===== src/rtl/fp16_pkg.sv =====
// Shared FP16 format constants, divider state encoding and operand classification.
package fp16_pkg;

    localparam int unsigned BIAS   = 15;
    localparam int unsigned EXP_W  = 5;
    localparam int unsigned FRAC_W = 10;

    localparam logic [15:0] QNAN = 16'h7E00;
    localparam logic [15:0] PINF = 16'h7C00;

    typedef enum logic [1:0] {
        IDLE,
        UNPACK,
        DIVIDE,
        ROUND
    } state_t;

    typedef struct packed {
        logic zero;
        logic inf;
        logic nan;
    } fp_class_t;

    // Exponent field 0 counts as zero, so subnormals flush.
    function automatic fp_class_t classify(input logic [15:0] x);
        fp_class_t c;
        c.zero = (x[14:10] == '0);
        c.inf  = (x[14:10] == '1) && (x[9:0] == '0);
        c.nan  = (x[14:10] == '1) && (x[9:0] != '0);
        return c;
    endfunction

endpackage


===== src/rtl/fp16_round_rne.sv =====
// Round-to-nearest-even of a 13-bit quotient (1.10 + guard + round) plus sticky,
// packed to FP16 with overflow to Inf and underflow flush to zero.
module fp16_round_rne
    import fp16_pkg::*;
(
    input  logic              sign,
    input  logic signed [6:0] exp_in,
    input  logic [12:0]       quo,
    input  logic              sticky,
    output logic [15:0]       result
);

    logic              round_up;
    logic [11:0]       sig;
    logic signed [6:0] exp_adj;
    logic [9:0]        frac;

    always_comb begin
        round_up = quo[1] & (quo[0] | sticky | quo[2]);
        sig      = {1'b0, quo[12:2]} + {11'd0, round_up};
        exp_adj  = exp_in;
        frac     = sig[9:0];
        if (sig[11]) begin
            frac    = sig[10:1];
            exp_adj = exp_in + 7'sd1;
        end

        if (exp_adj >= 7'sd31) begin
            result = {sign, PINF[14:0]};
        end else if (exp_adj <= 7'sd0) begin
            result = {sign, 15'd0};
        end else begin
            result = {sign, exp_adj[4:0], frac};
        end
    end

endmodule


===== src/rtl/fp16_divider.sv =====
// Iterative FP16 divider: Q = A / B, one restoring-division quotient bit per clock,
// start/done handshake, special operands resolved in a single UNPACK cycle.
module fp16_divider
    import fp16_pkg::*;
(
    input  logic        clk,
    input  logic        rst,
    input  logic        start,
    input  logic [15:0] A,
    input  logic [15:0] B,
    output logic [15:0] Q,
    output logic        busy,
    output logic        done,
    output logic        div_by_zero
);

    state_t state, state_nxt;

    logic [15:0]       a_r, b_r;
    logic [10:0]       mb;
    logic [11:0]       rem;
    logic [12:0]       quo;
    logic [3:0]        cnt;
    logic signed [6:0] exp_r;

    fp_class_t         ca, cb;
    logic              sign;
    logic              special;
    logic [15:0]       spec_q;
    logic              spec_dbz;
    logic [10:0]       ma_u, mb_u;
    logic signed [6:0] ea_s, eb_s, exp_u, exp_init;
    logic [11:0]       rem_init;
    logic              ge;
    logic [11:0]       diff, rem_nxt;
    logic [12:0]       quo_nxt;
    logic [15:0]       rounded;

    always_comb begin
        ca       = classify(a_r);
        cb       = classify(b_r);
        sign     = a_r[15] ^ b_r[15];
        special  = 1'b1;
        spec_q   = QNAN;
        spec_dbz = 1'b0;
        if (ca.nan || cb.nan || (ca.zero && cb.zero) || (ca.inf && cb.inf)) begin
            spec_q = QNAN;
        end else if (cb.zero) begin
            // A is nonzero here; only a finite A flags divide-by-zero.
            spec_q   = {sign, PINF[14:0]};
            spec_dbz = !ca.inf;
        end else if (ca.inf) begin
            spec_q = {sign, PINF[14:0]};
        end else if (ca.zero || cb.inf) begin
            spec_q = {sign, 15'd0};
        end else begin
            special = 1'b0;
        end
    end

    // Pre-normalise so the first quotient bit is always the integer 1.
    always_comb begin
        ma_u  = {1'b1, a_r[9:0]};
        mb_u  = {1'b1, b_r[9:0]};
        ea_s  = {2'b00, a_r[14:10]};
        eb_s  = {2'b00, b_r[14:10]};
        exp_u = ea_s - eb_s + 7'sd15;
        if (ma_u < mb_u) begin
            rem_init = {ma_u, 1'b0};
            exp_init = exp_u - 7'sd1;
        end else begin
            rem_init = {1'b0, ma_u};
            exp_init = exp_u;
        end
    end

    always_comb begin
        ge      = (rem >= {1'b0, mb});
        diff    = ge ? (rem - {1'b0, mb}) : rem;
        rem_nxt = diff << 1;
        quo_nxt = {quo[11:0], ge};
    end

    fp16_round_rne u_round (
        .sign   (sign),
        .exp_in (exp_r),
        .quo    (quo),
        .sticky (rem != '0),
        .result (rounded)
    );

    always_ff @(posedge clk) begin
        if (!rst) begin
            state <= IDLE;
        end else begin
            state <= state_nxt;
        end
    end

    always_comb begin
        state_nxt = state;
        busy      = (state != IDLE);
        case (state)
            IDLE:    if (start) state_nxt = UNPACK;
            UNPACK:  state_nxt = special ? IDLE : DIVIDE;
            DIVIDE:  if (cnt == 4'd12) state_nxt = ROUND;
            ROUND:   state_nxt = IDLE;
            default: state_nxt = IDLE;
        endcase
    end

    always_ff @(posedge clk) begin
        if (!rst) begin
            Q           <= '0;
            done        <= 1'b0;
            div_by_zero <= 1'b0;
            a_r         <= '0;
            b_r         <= '0;
            mb          <= '0;
            rem         <= '0;
            quo         <= '0;
            cnt         <= '0;
            exp_r       <= '0;
        end else begin
            done <= 1'b0;
            case (state)
                IDLE: begin
                    if (start) begin
                        a_r <= A;
                        b_r <= B;
                    end
                end
                UNPACK: begin
                    if (special) begin
                        Q           <= spec_q;
                        div_by_zero <= spec_dbz;
                        done        <= 1'b1;
                    end else begin
                        mb    <= mb_u;
                        rem   <= rem_init;
                        exp_r <= exp_init;
                        quo   <= '0;
                        cnt   <= '0;
                    end
                end
                DIVIDE: begin
                    rem <= rem_nxt;
                    quo <= quo_nxt;
                    cnt <= cnt + 4'd1;
                end
                ROUND: begin
                    Q           <= rounded;
                    div_by_zero <= 1'b0;
                    done        <= 1'b1;
                end
                default: ;
            endcase
        end
    end

endmodule


===== config.mk =====
export PLATFORM = sky130hd
export DESIGN_NAME = fp16_divider
export DESIGN_NICKNAME = d
export VERILOG_FILES = /design/src/rtl/fp16_pkg.sv /design/src/rtl/fp16_round_rne.sv /design/src/rtl/fp16_divider.sv
export SDC_FILE = /design/constraint.sdc
export NUM_CORES = 1
export LEC_CHECK = 0
export BUFFER_PORTS_ARGS = -buffer_cell sky130_fd_sc_hd__buf_2
export CAP_MARGIN = 20
export CORE_MARGIN = 8
export CORE_UTILIZATION = 40
export DETAILED_ROUTE_END_ITERATION = 12
export PLACE_DENSITY = 0.55
export SYNTH_ARGS = -nofsm -noshare
export SYNTH_HDL_FRONTEND = slang
export SYNTH_SLANG_ARGS = --single-unit
export TNS_END_PERCENT = 30

===== constraint.sdc =====
create_clock -name clk -period 3.6 [get_ports clk]
set_input_delay 0.54 -clock clk [delete_from_list [all_inputs] [get_ports clk]]
set_output_delay 0.54 -clock clk [all_outputs]
set_load 0.005 [all_outputs]

# Yosys cells after proc, flatten, opt, wreduce, memory -nomap -nowiden
# Index checks and enable logic that the tools add are counted.
# W data, S select, Z words.
[op_classes] addsub=7 order_cmp=4 n_eq_ne=10 muxes=33 n_bitwise=5 reduce_logical=27
[ops] cell="$mux W16" n=5
[ops] cell="$pmux W16 S2" n=1
[ops] cell="$mux W15" n=2
[ops] cell="$pmux W13 S2" n=1
[ops] cell="$mux W12" n=2
[ops] cell="$pmux W12 S2" n=1
[ops] cell="$logic_not A10 Y1" n=2
[ops] cell="$reduce_bool A10 Y1" n=2
[ops] cell="$mux W7" n=2
[ops] cell="$mux W13" n=1
[ops] cell="$add A11 B1 Y12" n=1
[ops] cell="$ge A12 B11 Y1" n=1
[ops] cell="$reduce_bool A12 Y1" n=1
[ops] cell="$lt A11 B11 Y1" n=1
[ops] cell="$mux W11" n=1
[ops] cell="$sub A11 B11 Y11" n=1
[ops] cell="$eq A5 B5 Y1 const B" n=2
[ops] cell="$logic_not A5 Y1" n=2
[ops] cell="$mux W10" n=1
[ops] cell="$reduce_and A2 Y1" n=5
[ops] cell="$mux W1" n=8
[ops] cell="$ne A2 B2 Y1 const B" n=4
[ops] cell="$pmux W2 S4" n=1
[ops] cell="$pmux W4 S2" n=1
[ops] cell="other kinds (22)" n=37
[totals] register_bits=99 in_bits=35 output_inout_bits=19

# Logic depth before layout (Yosys ltp)
# Gate-level depths: netlist of the first run.
[logic_depth] depth_word=10 mapped_depth=11 ltp_nobuf=10

# Cells and area by module
# From an unflattened synthesis of the first run, not the netlist that was laid out.
[unflattened] hier_cells=757 hier_area_um2=5850.6
[by_module_without_submodules] module="fp16_divider" n_inst=1 cells_each=671 area_each_um2=5277.6
[by_module_without_submodules] module="fp16_round_rne" n_inst=1 cells_each=86 area_each_um2=573.0

# Worst setup path before layout of the first run
# Ideal clock, no wire load.
[synth_timing] kind="reg-to-reg" from="register rem[0]" to="register rem[4]" t_arrival_ns=2.475 path_slack_ns=0.996 path_stages_with_launch=12 synth_period_minus_slack_ns=2.604 cell_sequence="dfxtp_1 > inv_1 > ha_1 > fa_1 > nand2b_1 > a21oi_1 > nand2b_1 > a21oi_1 > o211ai_1 > clkbuf_1 > mux2i_1 > o32ai_1"
[synth_via] elab_chain_cells=3 elab_cells_between_ends=4
[synth_lines] item="start, declared" line_no="fp16_divider.sv:21" rtl="logic [11:0] rem;"
[synth_lines] item="start signal, assigned" line_no="fp16_divider.sv:140" rtl="rem <= rem_init;"
[synth_lines] item="start signal, assigned" line_no="fp16_divider.sv:147" rtl="rem <= rem_nxt;"
[synth_lines] item="$sub A11 B11 Y11 or $ge A12 B11 Y1 (tied branches)" line_no="fp16_divider.sv:79, fp16_divider.sv:78"
[synth_lines] item="$mux W11 (*)" line_no="fp16_divider.sv:79" rtl="diff = ge ? (rem - {1'b0, mb}) : rem;"
[synth_lines] item="$pmux W12 S2 (*)" line_no="fp16_divider.sv:126" rtl="case (state)"
# Mark *: on every way between the ends. The rest lies on a longest branch, timed or not.
# A chain may end at the register's enable or synchronous reset.

# Worst setup path after layout of the first run
[layout_timing] from="register quo[4]" to="register Q[8]"
[layout_via] elab_chain_cells=6 elab_cells_between_ends=8
[layout_lines] item="start, declared" line_no="fp16_divider.sv:22" rtl="logic [12:0] quo;"
[layout_lines] item="start signal, assigned" line_no="fp16_divider.sv:148" rtl="quo <= quo_nxt;"
[layout_lines] item="$add A11 B1 Y12 (*)" line_no="fp16_round_rne.sv:20" rtl="sig = {1'b0, quo[12:2]} + {11'd0, round_up};"
[layout_lines] item="$mux W7" line_no="fp16_round_rne.sv:23" rtl="if (sig[11]) begin"
[layout_lines] item="$le A7 B1 Y1" line_no="fp16_round_rne.sv:30" rtl="end else if (exp_adj <= 7'sd0) begin"
[layout_lines] item="$mux W15" line_no="fp16_round_rne.sv:30"
[layout_lines] item="$mux W15 (*)" line_no="fp16_round_rne.sv:28" rtl="if (exp_adj >= 7'sd31) begin"
[layout_lines] item="$pmux W16 S2 (*)" line_no="fp16_divider.sv:126"
[layout_lines] item="end signal, assigned" line_no="fp16_divider.sv:135" rtl="Q <= spec_q;"
[layout_lines] item="end signal, assigned" line_no="fp16_divider.sv:152" rtl="Q <= rounded;"
[layout_lines] item="end, declared" line_no="fp16_divider.sv:11" rtl="output logic [15:0] Q,"
# Marks and branches as above.

==> results of run 1 <==
[cell type report]
| type | instances | area, sq um |
|---|---|---|
| Clock buffer | 12 | 236.5 |
| Clock inverter | 4 | 73.82 |
| Fill cell | 1431 | 7437 |
| Inverter | 38 | 142.6 |
| Multi-Input combinational cell | 547 | 3477 |
| Sequential cell | 99 | 1982 |
| Tap cell | 180 | 225.2 |
| Timing Repair Buffer | 63 | 360.3 |
[cell usage after synthesis, drive strengths merged (8+ instances only)]
| cell type | number |
|---|---|
| xor2 | 10 |
| a21boi | 58 |
| nor2 | 43 |
| o32ai | 9 |
| a21oi | 32 |
| and2 | 9 |
| inv | 38 |
| nand2b | 8 |
| a21o | 8 |
| mux2i | 10 |
| ha | 31 |
| clkbuf | 36 |
| dfxtp | 99 |
| nand2 | 133 |
| nand4 | 11 |
| nor2b | 13 |
| and3 | 9 |
| nand3 | 30 |
| mux2 | 11 |
| o21ai | 32 |
| xnor2 | 17 |
[final timing paths]
path	startpoint	to	slack (ps)
min reg2reg	Q[3]$_SDFFE_PN0P_	Q[3]$_SDFFE_PN0P_	450
max	quo[4]$_SDFFE_PN0P_	Q[8]$_SDFFE_PN0P_	920
min	B[7]	b_r[7]$_SDFFE_PN0P_	440
max reg2reg	quo[4]$_SDFFE_PN0P_	Q[8]$_SDFFE_PN0P_	920
[registers in the layout, indices dropped and copies added (netlist names), 4 cells and up, named ones only]
name,flops
rem,12
Q,16
cnt,4
exp_r,7
a_r,16
mb,11
quo,13
b_r,16
[power breakdown]
part	total [W]	switching (W)	internal, W
Combinational	0.000692	0.000382	0.000311
Sequential	0.00120	0.0000576	0.00115
Clock	0.00103	0.000416	0.000612
Total	0.00292	0.000855	0.00207
[critical path, stage by stage (launching register included)]
cell and delay (ps):
dfxtp_1 490, nand4_4 170, or4_1 690, o41a_1 420, a21oi_1 170, a32oi_1 150
and3_4 230, a32o_1 250
[logic make-up (layout without fill, tap and decap cells)]
group / after synthesis / count (layout)
xor gates and xnor gates: 27 / 27
and+or+nand+nor: 286 / 286
muxes: 21 / 21
DFF: 99 / 99
AOI/OAI and AO/OA: 180 / 180
buffers and inverters: 77 / 117
adders and majority gates: 33 / 33
[stage by stage]
stage          power, W  setup WS [ps]  instance area (sq um)
6_report       0.002923          924.4                   6497
5_1_grt        0.003099          737.5                   6497
4_1_cts        0.002953          938.9                   6470
3_5_place_dp   0.001910          948.8                   6160
3_3_place_gp   0.001895           1014                   6160
2_1_floorplan  0.001735          996.3                   5744
[layer usage]
layer	GRT usage, %	wire length, um	up-vias
met4	4.935	187	0
met2	27.57	7008	79
met1	19.84	6545	2372
met3	3.063	562	15
li1	-	-	2601
met5	0	0	-
==> flow_metrics.tcl, run 1 <==
set metrics [dict create \
    status "completed" \
    drive_above_1_share_pct 12.19 \
    leakagePower_nw 2.593 \
    tritoncts "yes" \
    worstPathArrival_ps 2920 \
    holdWs_ps 437.6 \
    h-tree-depth 3 \
    reg2reg_depth 7 \
    synth_area_leaders "dfxtp_1, nand2_1, a21boi_0, ha_1, nor2_1" \
    netlist_area_sq_um 5744 \
    n_antenna_cell 0 \
    fin_crit_ps 2676 \
    mostFrequentLayoutCells "nand2_1, dfxtp_1, a21boi_0" \
    tns_ps 0 \
    fmax_ghz 0.3738 \
    synth_top_area_share_pct 34.50 \
    period_share_pct 74.32 \
    dp_hpwl_um 10810 \
    start_util_pct 41.22 \
    cp.required_ps 3840 \
    synth_area_per_cell_sq_um 7.945 \
    globalplace.congestion 0.8252 \
    ir_drop_uv 228.1 \
    synth_top_family_by_area "simple AND/OR/NAND/NOR gates" \
    synth_fa_ha_area_share_pct 7.449 \
    yosys_warnings 0 \
    holdCritPathClass "in -> reg" \
    cts_setup_buffers 0 \
    grt_max_degree 40 \
    grt_pass1_vias 5033 \
    num_rows 43 \
    clk_pin_slew_ps 70 \
    syn_inst 723 \
    yosysSeqAreaShare_pct 34.50 \
    clock-root-buffer "clkbuf_16" \
    layoutNonFillerInstCount 943 \
    wl_um 14300 \
    setup_viol 0 \
    syn2layout_area_growth_pct 13.11 \
    fp.dieH_um 135.8 \
    cp-start-kind "flip-flop" \
    grt_usage_pct 16.06 \
    drt_iter0_drc 241 \
    worstPathMaxFanout 7 \
    rsz0062_at_grt "no" \
    async_reset_ff_share_pct 0 \
    ios 54 \
    routedWlPerCell_um 15.17 \
    cp-end-kind "flip-flop" \
    antenna_found_initial 0 \
    mostFrequentLayoutCell "nand2_1" \
    vias 5067 \
    utilization_pct 46.63 \
    syn_nets 791 \
    slew_headroom_pct 29.44 \
    die_width_um 135.8 \
    worst_pin_slew_ps 1056 \
    ctsHoldBuffers 0 \
    post_cts_resized 0 \
    synth_xor_area_share_pct 4.117 \
    drc 0 \
    synth-simple-area-share_pct 23.55 \
    post_drt_via_cell_ratio 5.373 \
    fin_skew_ps 8.020 \
    io_buffers 53 \
    gr-total-overflow 0 \
    synth-compound-area-share_pct 21.41 \
    nets 826 \
    clock_path_buffers 2 \
    place_inst 926 \
    power_density_nw_per_um2 449.9 \
    synth_flop_cell "dfxtp_1" \
    grt_pass1_wl_um 24120 \
    clock_latency_ps 350 \
    cap_violations 0 \
    hold_depth 3 \
    dieArea_sq_um 18450 \
    drv_slew 0 \
    synth_seq_cells 99 \
    synthMuxAreaShare_pct 3.899 \
    numClockSinks 99 \
    cts_made_buffers 9 \
    first_pass_iters 4 \
    hold_viol 0 \
    ant_nets 0 \
    core_area_sq_um 13930 \
    synth_area_leader_cell "dfxtp_1" \
    path_class "reg -> reg" \
    synth_edf_count 0 \
    ys_types 58 \
]
Note: power is estimated with default switching activity, not from simulation.
==> inputs of run 2 (changes only) <==
- clock period: 3.6 -> 2.7 ns (I/O delays scaled with it)
==> flow_metrics.tcl, run 2 (synthesis gave the netlist of run 1 again) <==
set metrics [dict create \
    period_share_pct 92.16 \
    nets 838 \
    clk_pin_slew_ps 70 \
    num_rows 43 \
    setup_viol 0 \
    utilization_pct 47.27 \
    drive_above_1_share_pct 13.81 \
    grt_pass1_vias 4940 \
    n_antenna_cell 0 \
    hold_viol 0 \
    cts_made_buffers 9 \
    post_cts_resized 0 \
    regArea_sq_um 1982 \
    grt_pass1_wl_um 23920 \
    mostFrequentLayoutCell "nand2_1" \
    dr_wl_met3_um 482 \
    ant_nets 0 \
    ctsHoldBuffers 0 \
    slew_headroom_pct 60.98 \
    path_class "reg -> reg" \
    mostFrequentLayoutCells "nand2_1, dfxtp_1, a21boi_0" \
    leakagePower_nw 2.643 \
    start_util_pct 41.22 \
    vias 5094 \
    fmax_ghz 0.4019 \
    reg2reg_depth 11 \
    cp-end-kind "flip-flop" \
    tritoncts "yes" \
    holdWs_ps 300.7 \
    grt_max_degree 55 \
    reg_top3 "Q (16), a_r (16), b_r (16)" \
    worst_pin_slew_ps 584.0 \
    fin_skew_ps 8.122 \
    tns_ps 0 \
    hold_depth 3 \
    gr-total-overflow 0 \
    clock_path_buffers 2 \
    dieArea_sq_um 18450 \
    rsz0062_at_grt "no" \
    power_density_nw_per_um2 588.7 \
    dp_hpwl_um 10620 \
    clock-root-buffer "clkbuf_16" \
    io_buffers 53 \
    grt_usage_pct 15.76 \
    fp.dieH_um 135.8 \
    drt_iter0_drc 278 \
    globalplace.congestion 0.8527 \
    post_drt_via_cell_ratio 5.334 \
    drv_slew 0 \
    wl_um 14020 \
    reg2reg_from "rem[0]$_SDFFE_PN0P_" \
    drc 0 \
    core_area_sq_um 13930 \
    worstPathArrival_ps 2740 \
    min_from "B[13]" \
    numClockSinks 99 \
    cts_setup_buffers 0 \
    ir_drop_uv 291.7 \
    multiInputGateArea_sq_um 3483 \
    routedWlPerCell_um 14.68 \
    antenna_found_initial 0 \
    holdCritPathClass "in -> reg" \
    finalPower_w 0.003877 \
    status "completed" \
    clock_latency_ps 350 \
    route.met2.wl_um 6686 \
    first_pass_iters 4 \
    ios 54 \
    num-fill-cells 1422 \
    critPathLaunch "rem[0]$_SDFFE_PN0P_" \
    cap_violations 0 \
    m1WireLength_um 6636 \
    cp.required_ps 2960 \
    die_width_um 135.8 \
    top_layer_used "met4" \
    fin_crit_ps 2488 \
    cp-start-kind "flip-flop" \
    h-tree-depth 3 \
    worstPathMaxFanout 12 \
    syn2layout_area_growth_pct 14.66 \
]
## run 2: worst paths after layout
check	to	slack (ps)
setup / recovery	rem[1]$_SDFFE_PN0P_	210
hold / removal	b_r[13]$_SDFFE_PN0P_	300
setup reg to reg	rem[1]$_SDFFE_PN0P_	210
hold reg to reg	Q[1]$_SDFFE_PN0P_	450
## run 2: worst max-delay path, cell delays in order (launching register included)
cell and delay [ps]:
dfxtp_1 320, inv_1 70, ha_1 210, fa_1 400
nand2b_1 160, a21oi_1 160, nand2b_1 130, a21oi_1 70
o211ai_1 200, buf_6 210, mux2_2 360, o32ai_1 120
## run 2: stage by stage
| stage | instances | setup WS [ps] | instance area [sq um] |
|---|---|---|---|
| 2_1_floorplan | 723 | 96.33 | 5744 |
| 3_3_place_gp | 939 | 266.6 | 6270 |
| 3_5_place_dp | 939 | 216.4 | 6270 |
| 4_1_cts | 955 | 177.8 | 6576 |
| 5_1_grt | 955 | 12.58 | 6586 |
| 6_report | 955 | 211.7 | 6586 |
## run 2: cell type report
| cell class | instances | share of cell area [%] |
|---|---|---|
| multi-input cells | 547 | 52.89 |
| flip-flops and latches | 99 | 30.09 |
| repair buffers | 75 | 6.782 |
| clock buffers | 13 | 3.951 |
| well taps | 180 | 3.419 |
| inverters | 38 | 2.166 |
| clock inverters | 3 | 0.7029 |
## run 2: power by group
group,internal (W),switching (W),leakage [nW],total (W)
combinational,0.000431,0.000512,1.69,0.000942
clock,0.000772,0.000560,0.146,0.00133
sequential,0.00153,0.0000755,0.805,0.00160
## run 2: per-layer routing
layer  GRT usage, %  vias up
met5              0        -
met4          4.997        0
met3          3.173       15
met2          26.50       61
met1          19.76     2391
li1               -     2627
==> inputs of run 3 (changes only) <==
- CELL_PAD_IN_SITES_DETAIL_PLACEMENT: not set -> 0
- CELL_PAD_IN_SITES_GLOBAL_PLACEMENT: not set -> 1
- CORE_UTILIZATION: 40 -> 27
- PLACE_DENSITY: 0.55 -> 0.5
- TNS_END_PERCENT: 30 -> not set
==> flow_metrics.tcl, run 3 (synthesis gave the netlist of run 1 again) <==
set metrics [dict create \
    place_inst 1039 \
    syn2layout_area_growth_pct 18.69 \
    core_area_sq_um 20960 \
    io_buffers 53 \
    holdWs_ps 299.0 \
    grt_use_met2_pct 20.43 \
    crit_family "simple AND/OR/NAND/NOR gates" \
    finalPower_w 0.004052 \
    crit_buf_inv 0 \
    nets 845 \
    cp.required_ps 2930 \
    power_density_nw_per_um2 594.3 \
    finalWorstSetupSlack_ps 228.2 \
    routedWlPerCell_um 15.23 \
    mostFrequentLayoutCell "nand2_1" \
    ctsHoldBuffers 0 \
    period_share_pct 91.55 \
    h-tree-depth 3 \
    clock-root-buffer "clkbuf_16" \
    drt_iter0_drc 239 \
    top_usage_layer "met2" \
    dieArea_sq_um 26200 \
    tns_ps 0 \
    ant_nets 0 \
    grt_usage_pct 12.66 \
    antenna_found_initial 0 \
    globalplace.congestion 0.7974 \
    holdCritPathClass "in -> reg" \
    status "completed" \
    grt_pass1_wl_um 27100 \
    fin_skew_ps 10.50 \
    post-place-ws_ps 147.5 \
    cpPeakStageDelay_ps 600 \
    tritoncts "yes" \
    vias 5123 \
    worst_pin_slew_ps 641.8 \
    numClockSinks 99 \
    critPathSlowestCell "or4_1" \
    first_pass_iters 4 \
    start_util_pct 27.41 \
    path_class "reg -> reg" \
    drc 0 \
    clock_path_buffers 2 \
    fp.dieH_um 161.9 \
    mostFrequentLayoutCells "nand2_1, dfxtp_1, a21boi_0" \
    wl_um 16100 \
    num-fill-cells 2316 \
    regArea_sq_um 1982 \
    clock_latency_ps 350 \
    cts_made_buffers 9 \
    hold_depth 3 \
    clk_pin_slew_ps 70 \
    worstSetupPathDepth 7 \
    num_rows 53 \
    reg2reg_depth 7 \
    cap_violations 0 \
    cp-start-kind "flip-flop" \
    cp-end-kind "flip-flop" \
    drive_above_1_share_pct 15.22 \
    grt_util_met1_pct 16.74 \
    rsz0062_at_grt "no" \
    slew_headroom_pct 57.22 \
    grt_use_met3_pct 2.177 \
    path_cells "nand3_1, or4_1, o41a_1, a21oi_1, a32oi_2, and3_4, a32o_1" \
    post_drt_via_cell_ratio 4.847 \
    dp_hpwl_um 12320 \
    reg_top3 "Q (16), a_r (16), b_r (16)" \
    grt_pass1_vias 5247 \
    worstPathArrival_ps 2700 \
    die_width_um 161.9 \
    layoutNonFillerInstCount 1057 \
    multiInputGateArea_sq_um 3497 \
    ios 54 \
    drv_slew 0 \
    n_antenna_cell 0 \
    hold_viol 0 \
    leakagePower_nw 2.711 \
    setup_viol 0 \
    gr-total-overflow 0 \
    fin_crit_ps 2472 \
    worstPathMaxFanout 5 \
    fmax_ghz 0.4046 \
    grt_max_degree 48 \
    ir_drop_uv 313.6 \
]
[run 3: timing repair]
action | 4_1_cts | 5_1_grt
setup endpoints to repair | 0 | 10
setup buffers | 0 | 2
resized for setup | 0 | 5
[run 3: cell type report]
type | instances | area share [%]
clock inverter | 6 | 1.285
timing repair buffer | 82 | 7.708
sequential | 99 | 29.07
tap | 275 | 5.047
multi-input combinational | 547 | 51.29
clock buffer | 10 | 3.505
inverter | 38 | 2.092
[run 3: layer usage]
layer / vias up / wire length, um
met4: 0 / 257
met5: - / 0
met3: 18 / 495
li1: 2645 / -
met1: 2380 / 8121
met2: 80 / 7227
[run 3: power by group]
part / switching (W) / internal, W
Combinational: 0.000538 / 0.000485
Sequential: 0.0000797 / 0.00153
Clock: 0.000583 / 0.000840
[run 3: worst paths after layout]
path	startpoint	end	slack (ps)
worst min register to register	Q[7]$_SDFFE_PN0P_	Q[7]$_SDFFE_PN0P_	460
worst min-delay path	B[4]	b_r[4]$_SDFFE_PN0P_	300
worst max register to register	quo[11]$_SDFFE_PN0P_	Q[2]$_SDFFE_PN0P_	230
worst max-delay path	quo[11]$_SDFFE_PN0P_	Q[2]$_SDFFE_PN0P_	230
[run 3: through the flow]
step                util [%]  cell area [sq um]
floorplan                  -               5744
global placement       30.73               6439
detailed placement     30.73               6439
CTS                    32.28               6765
global route           32.54               6818
finish                 32.54               6818
[run 3: worst reg2reg max path, cell delays in order, from the launching register on]
cell     delay, ps
dfxtp_1        390
nand3_1        160
or4_1          600
o41a_1         390
a21oi_1        180
a32oi_2        150
and3_4         230
a32o_1         250
